===== config.mk =====
export PLATFORM = sky130hd
export DESIGN_NAME = id_ex_pipe_reg
export DESIGN_NICKNAME = d
export VERILOG_FILES = /design/src/rtl/id_ex_pipe_reg_pkg.sv /design/src/rtl/id_ex_pipe_reg_field.sv /design/src/rtl/id_ex_pipe_reg.sv
export SDC_FILE = /design/constraint.sdc
export NUM_CORES = 1
export LEC_CHECK = 0
export CAP_MARGIN = 20
export CORE_MARGIN = 4
export CORE_UTILIZATION = 25
export DETAILED_ROUTE_END_ITERATION = 16
export PLACE_DENSITY = 0.61
export REMOVE_ABC_BUFFERS = 1
export SYNTH_ARGS = -nofsm -noshare
export SYNTH_HDL_FRONTEND = slang
export SYNTH_HIERARCHICAL = 1
export SYNTH_SLANG_ARGS = --single-unit

===== constraint.sdc =====
create_clock -name clk -period 8.2 [get_ports clk]
set_clock_uncertainty 0.05 [all_clocks]
set_input_delay 0.82 -clock clk [delete_from_list [all_inputs] [get_ports clk]]
set_output_delay 0.82 -clock clk [all_outputs]
set_load 0.02 [all_outputs]

===== src/rtl/id_ex_pipe_reg_pkg.sv =====
// Shared widths and NOP constants for the ID/EX pipeline register.
// The NOP entry is all zeros so that a cleared entry never enables writeback.
package id_ex_pipe_reg_pkg;
  localparam int WORD_W    = 32;
  localparam int SHIFT_W   = 12;
  localparam int IMM24_W   = 24;
  localparam int EXE_CMD_W = 4;
  localparam int REG_IDX_W = 4;
  localparam int STATUS_W  = 4;
  localparam int CTRL_W    = 5;

  // Packed width of every data/index field carried from ID to EX.
  localparam int DATA_W = 3*WORD_W + SHIFT_W + IMM24_W + 1 + EXE_CMD_W + 3*REG_IDX_W + STATUS_W;

  localparam logic [EXE_CMD_W-1:0] EXE_CMD_NOP = 4'd0;
  localparam logic [REG_IDX_W-1:0] REG_IDX_NOP = 4'd0;
  localparam logic [STATUS_W-1:0]  STATUS_NOP  = 4'd0;
  localparam logic [CTRL_W-1:0]    CTRL_NOP    = 5'b00000;
  localparam logic [DATA_W-1:0]    DATA_NOP    = {DATA_W{1'b0}};
endpackage


===== src/rtl/id_ex_pipe_reg_field.sv =====
// One group of pipeline fields: hold when en is low, load clr_val on clr,
// otherwise capture d. Async active-high reset returns the group to clr_val.
module pipe_field_reg #(
  parameter int WIDTH = 1,
  parameter logic [WIDTH-1:0] CLR_VAL = '0
) (
  input  logic             clk,
  input  logic             rst,
  input  logic             en,
  input  logic             clr,
  input  logic [WIDTH-1:0] d,
  output logic [WIDTH-1:0] q
);
  logic [WIDTH-1:0] q_r;

  // Field register with hold / clear / load priority.
  always_ff @(posedge clk or posedge rst) begin
    if (rst) begin
      q_r <= CLR_VAL;
    end else if (en) begin
      if (clr) begin
        q_r <= CLR_VAL;
      end else begin
        q_r <= d;
      end
    end else begin
      q_r <= q_r;
    end
  end

  assign q = q_r;
endmodule


===== src/rtl/id_ex_pipe_reg.sv =====
// ID/EX pipeline register with freeze, flush and bubble handling plus
// saturating counters of flushes and inserted bubbles.
module id_ex_pipe_reg
  import id_ex_pipe_reg_pkg::*;
#(
  parameter int CNT_W = 16
) (
  input  logic              clk,
  input  logic              rst,
  input  logic              freeze,
  input  logic              flush,
  input  logic              bubble,
  input  logic [31:0]       pc_in,
  input  logic [31:0]       val_rn_in,
  input  logic [31:0]       val_rm_in,
  input  logic [11:0]       shift_operand_in,
  input  logic [23:0]       signed_imm24_in,
  input  logic              imm_in,
  input  logic [3:0]        exe_cmd_in,
  input  logic [3:0]        dest_in,
  input  logic [3:0]        src1_in,
  input  logic [3:0]        src2_in,
  input  logic [3:0]        status_in,
  input  logic              wb_en_in,
  input  logic              mem_r_en_in,
  input  logic              mem_w_en_in,
  input  logic              s_in,
  input  logic              b_in,
  output logic [31:0]       pc_out,
  output logic [31:0]       val_rn_out,
  output logic [31:0]       val_rm_out,
  output logic [11:0]       shift_operand_out,
  output logic [23:0]       signed_imm24_out,
  output logic              imm_out,
  output logic [3:0]        exe_cmd_out,
  output logic [3:0]        dest_out,
  output logic [3:0]        src1_out,
  output logic [3:0]        src2_out,
  output logic [3:0]        status_out,
  output logic              wb_en_out,
  output logic              mem_r_en_out,
  output logic              mem_w_en_out,
  output logic              s_out,
  output logic              b_out,
  output logic              valid_out,
  output logic [CNT_W-1:0]  bubble_cnt,
  output logic [CNT_W-1:0]  flush_cnt
);
  logic              load_en_s;
  logic              clr_s;
  logic [DATA_W-1:0] data_d_s;
  logic [DATA_W-1:0] data_q_s;
  logic [CTRL_W-1:0] ctrl_d_s;
  logic [CTRL_W-1:0] ctrl_q_s;
  logic [CNT_W-1:0]  bubble_cnt_r;
  logic [CNT_W-1:0]  flush_cnt_r;

  // freeze overrides everything; flush and bubble clear identically.
  assign load_en_s = ~freeze;
  assign clr_s     = flush | bubble;

  assign data_d_s = {pc_in, val_rn_in, val_rm_in, shift_operand_in, signed_imm24_in,
                     imm_in, exe_cmd_in, dest_in, src1_in, src2_in, status_in};
  assign ctrl_d_s = {wb_en_in, mem_r_en_in, mem_w_en_in, s_in, b_in};

  pipe_field_reg #(.WIDTH(DATA_W), .CLR_VAL(DATA_NOP)) u_data_reg (
    .clk(clk), .rst(rst), .en(load_en_s), .clr(clr_s), .d(data_d_s), .q(data_q_s)
  );

  pipe_field_reg #(.WIDTH(CTRL_W), .CLR_VAL(CTRL_NOP)) u_ctrl_reg (
    .clk(clk), .rst(rst), .en(load_en_s), .clr(clr_s), .d(ctrl_d_s), .q(ctrl_q_s)
  );

  pipe_field_reg #(.WIDTH(1), .CLR_VAL(1'b0)) u_valid_reg (
    .clk(clk), .rst(rst), .en(load_en_s), .clr(clr_s), .d(1'b1), .q(valid_out)
  );

  assign {pc_out, val_rn_out, val_rm_out, shift_operand_out, signed_imm24_out,
          imm_out, exe_cmd_out, dest_out, src1_out, src2_out, status_out} = data_q_s;
  assign {wb_en_out, mem_r_en_out, mem_w_en_out, s_out, b_out} = ctrl_q_s;

  // Saturating event counters; flush takes precedence when both are raised.
  always_ff @(posedge clk or posedge rst) begin
    if (rst) begin
      flush_cnt_r  <= {CNT_W{1'b0}};
      bubble_cnt_r <= {CNT_W{1'b0}};
    end else if (!freeze) begin
      if (flush) begin
        if (flush_cnt_r != {CNT_W{1'b1}}) begin
          flush_cnt_r <= flush_cnt_r + CNT_W'(1'b1);
        end else begin
          flush_cnt_r <= flush_cnt_r;
        end
      end else if (bubble) begin
        if (bubble_cnt_r != {CNT_W{1'b1}}) begin
          bubble_cnt_r <= bubble_cnt_r + CNT_W'(1'b1);
        end else begin
          bubble_cnt_r <= bubble_cnt_r;
        end
      end else begin
        flush_cnt_r  <= flush_cnt_r;
        bubble_cnt_r <= bubble_cnt_r;
      end
    end else begin
      flush_cnt_r  <= flush_cnt_r;
      bubble_cnt_r <= bubble_cnt_r;
    end
  end

  assign bubble_cnt = bubble_cnt_r;
  assign flush_cnt  = flush_cnt_r;
endmodule


==> results.toml <==
[status]
status = "finished clean"

[yosys]
muxShareOfSynthArea = 0.00517
synth-seq-cells = 191
synth-compound-area-share = 0.195
synth_top_family_by_area = "compound AO/OA/AOI/OAI gates"
synthAdderAreaFrac = 0.00344
syn-cell-area_sq_um = 7260
ys_seq_area_frac = 0.658
synthCells = 510
synth_area_leaders = "dfrtp_1, a22o_1, xor2_1"
ys_warn_count = 6
yosysTopAreaCellShare = 0.658
synth_top_area_cell = "dfrtp_1"
synth_simple_gate_area_frac = 0.0670
synth_cell_types = 39
synth_xor_area_frac = 0.0350
syn_area_per_cell_sq_um = 14.2

[worst_setup_path]
cp-end-kind = "flop"
cp.required_ns = 8.50
worstPathMaxFanout = 85
arrival_ns = 3.66
r2r_cells = 5
r2r_end = "bubble_cnt[1]$_DFFE_PP0P_"
timing.rr.start = "bubble_cnt[0]$_DFFE_PP0P_"
reg2reg_slack_ns = 5.96
crit_type = "input pin to flop"
cp-start-kind = "input pin"

[clock_network]
numCtsBuffers = 17
ctsHoldBuffers = 0
cts.path.max_buffers = 2
cts_sinks = 191
cts_tree = "done"
cts_resized = 0
htreeDepth = 4
clk_pin_slew_ns = 0.08
clock_latency_ns = 0.42
cts_root_buf = "clkbuf_16"
cts_setup_buffers = 0

[drt]
finalWirelength_um = 22400
drt-initial-drc-count = 239
wl_per_cell_um = 17.9
ant_nets = 0
first_pass_iters = 4
via_per_inst = 4.49
drc = 0
vias = 5617

[pwr]
power_w = 0.00235
vdd_drop_max_mv = 0.142
p_leak_nw = 5.16
powerDensity_nw_per_um2 = 201

[min_path]
holdPathStages = 1
min-delay-start = "bubble_cnt[15]$_DFFE_PP0P_"
hp-class = "flop to flop"
hold_end = "bubble_cnt[15]$_DFFE_PP0P_"

[sta]
worst_pin_slew_ns = 0.953
hold_viol = 0
finalSetupViolCount = 0
rsz0062_at_grt = "no"
period_minus_slack_ns = 3.36
slew_headroom = 0.359
fin_tns_setup_ns = 0
drv_slew = 0
period_share = 0.409
max_freq_ghz = 0.298

[floorplanning]
die_area_sq_um = 31800
fp.dieH_um = 178
start_util = 0.253
die_w_um = 178
core_sq_um = 28700
rows = 62
boundaryPins = 354

[grt]
grt_max_degree = 86
grt_busiest_layer = "met2"
grt_pass1_wl_um = 34100
grt_pass1_vias = 5956
met2_usage = 0.217
use_met1 = 0.169
antenna_found_initial = 2
overflow = 0
grt_use_total = 0.136
grt_use_met3 = 0.0589

[placement]
hpwlAfterDp_um = 15900
finalWeightedCongestion = 0.760
port-buffer-count = 353
dp.cells = 1218

[layout]
area_delta_synth_final_pct = 61.1
drive_above_1_share = 0.0612
fin_cells = 1251
nets = 1019

[run]
cap_violations = 0
==> worst max path at each step <==
stage	start	endpoint	slack, ns	depth (start not counted)
final	flush	u_data_reg/q[142]$_DFFE_PP0P_	4.84	6
after detailed placement	flush	u_data_reg/q[126]$_DFFE_PP0P_	4.43	6
after global routing	flush	u_data_reg/q[122]$_DFFE_PP0P_	4.72	6
after floorplan	flush	u_data_reg/q[100]$_DFFE_PP0P_	1.45	3
after global placement	flush	u_data_reg/q[96]$_DFFE_PP0P_	4.47	6
after CTS	flush	u_data_reg/q[94]$_DFFE_PP0P_	4.85	6
==> power by group <==
part	switching, W	internal, W	leakage (nW)
registers	0.0000723	0.00101	2.56
clock network	0.000394	0.000409	0.274
logic	0.000213	0.000251	2.33
==> cell families after synthesis <==
kind of cell | after synthesis
fa+ha+maj | 2
compound gates | 160
buf+inv | 45
simple gates | 79
xor+xnor | 29
other cells | 1
mux | 3
flops | 191
==> cell type report <==
type / count / area, sq um
clock buffer: 18 / 439
sequential: 191 / 4780
antenna: 1 / 2.50
inverter: 11 / 48.8
tap: 384 / 480
timing repair buffer: 359 / 3600
fill: 2743 / 17000
multi-input combinational: 274 / 2230
clock inverter: 13 / 120
==> worst max-delay path, stage by stage <==
cell             delay (ns)
clkdlybuf4s50_1        0.49
or2_2                  0.41
nor2b_4                0.13
buf_4                  0.57
buf_4                  0.82
a22o_1                 0.26
==> stage by stage <==
stage	utilization	hold slack [ns]	cell area, sq um	setup slack [ns]
floorplan	-	0.499	7050	1.45
global placement	0.387	0.437	11100	4.47
detailed placement	0.387	0.434	11100	4.43
CTS	0.407	0.452	11700	4.85
global route	0.408	0.469	11700	4.72
finish	0.408	0.450	11700	4.84
==> routing by layer <==
metal  up-vias  part of all wire
li1       2610                 -
met1      2752              0.41
met2       235              0.47
met3        18              0.10
met4         2             0.016
met5         -           0.00031
==> state kept, by name, indices dropped and copies added (netlist names) <==
signal,cells
flush_cnt,16
u_data_reg/q,153
u_ctrl_reg/q,5
u_valid_reg/q,1
bubble_cnt,16
==> cell usage after synthesis, drive strengths merged <==
library cell / count
nand2: 16
conb: 1
nand4: 10
o22ai: 1
nand3: 7
mux2: 3
clkbuf: 8
inv: 11
xnor2: 3
a22o: 156
nor2: 6
nor3: 12
and2: 2
and3: 1
nor4b: 1
o41ai: 1
o2bb2ai: 2
dfrtp: 191
ha: 2
buf: 26
nor4: 14
or2: 3
and2b: 1
and4: 1
xor2: 26
nor3b: 3
nor2b: 2
==> placed cells by master (no fill, tap or decap), types with 2 or more instances in the layout <==
cell / count
buf_4: 5
nor3b_1: 2
nor2b_4: 2
and2_1: 2
nand2_1: 16
nor2_1: 6
clkdlybuf4s50_1: 353
inv_6: 6
inv_1: 9
nand3_1: 6
inv_8: 3
nand4_4: 2
mux2_2: 2
nor4_1: 13
nor3_1: 12
xnor2_1: 3
dfrtp_1: 191
a22o_1: 156
clkinv_4: 4
nand4_1: 7
o2bb2ai_1: 2
ha_1: 2
clkbuf_16: 17
xor2_1: 26
No activity file was read; power rests on OpenSTA's default activity.
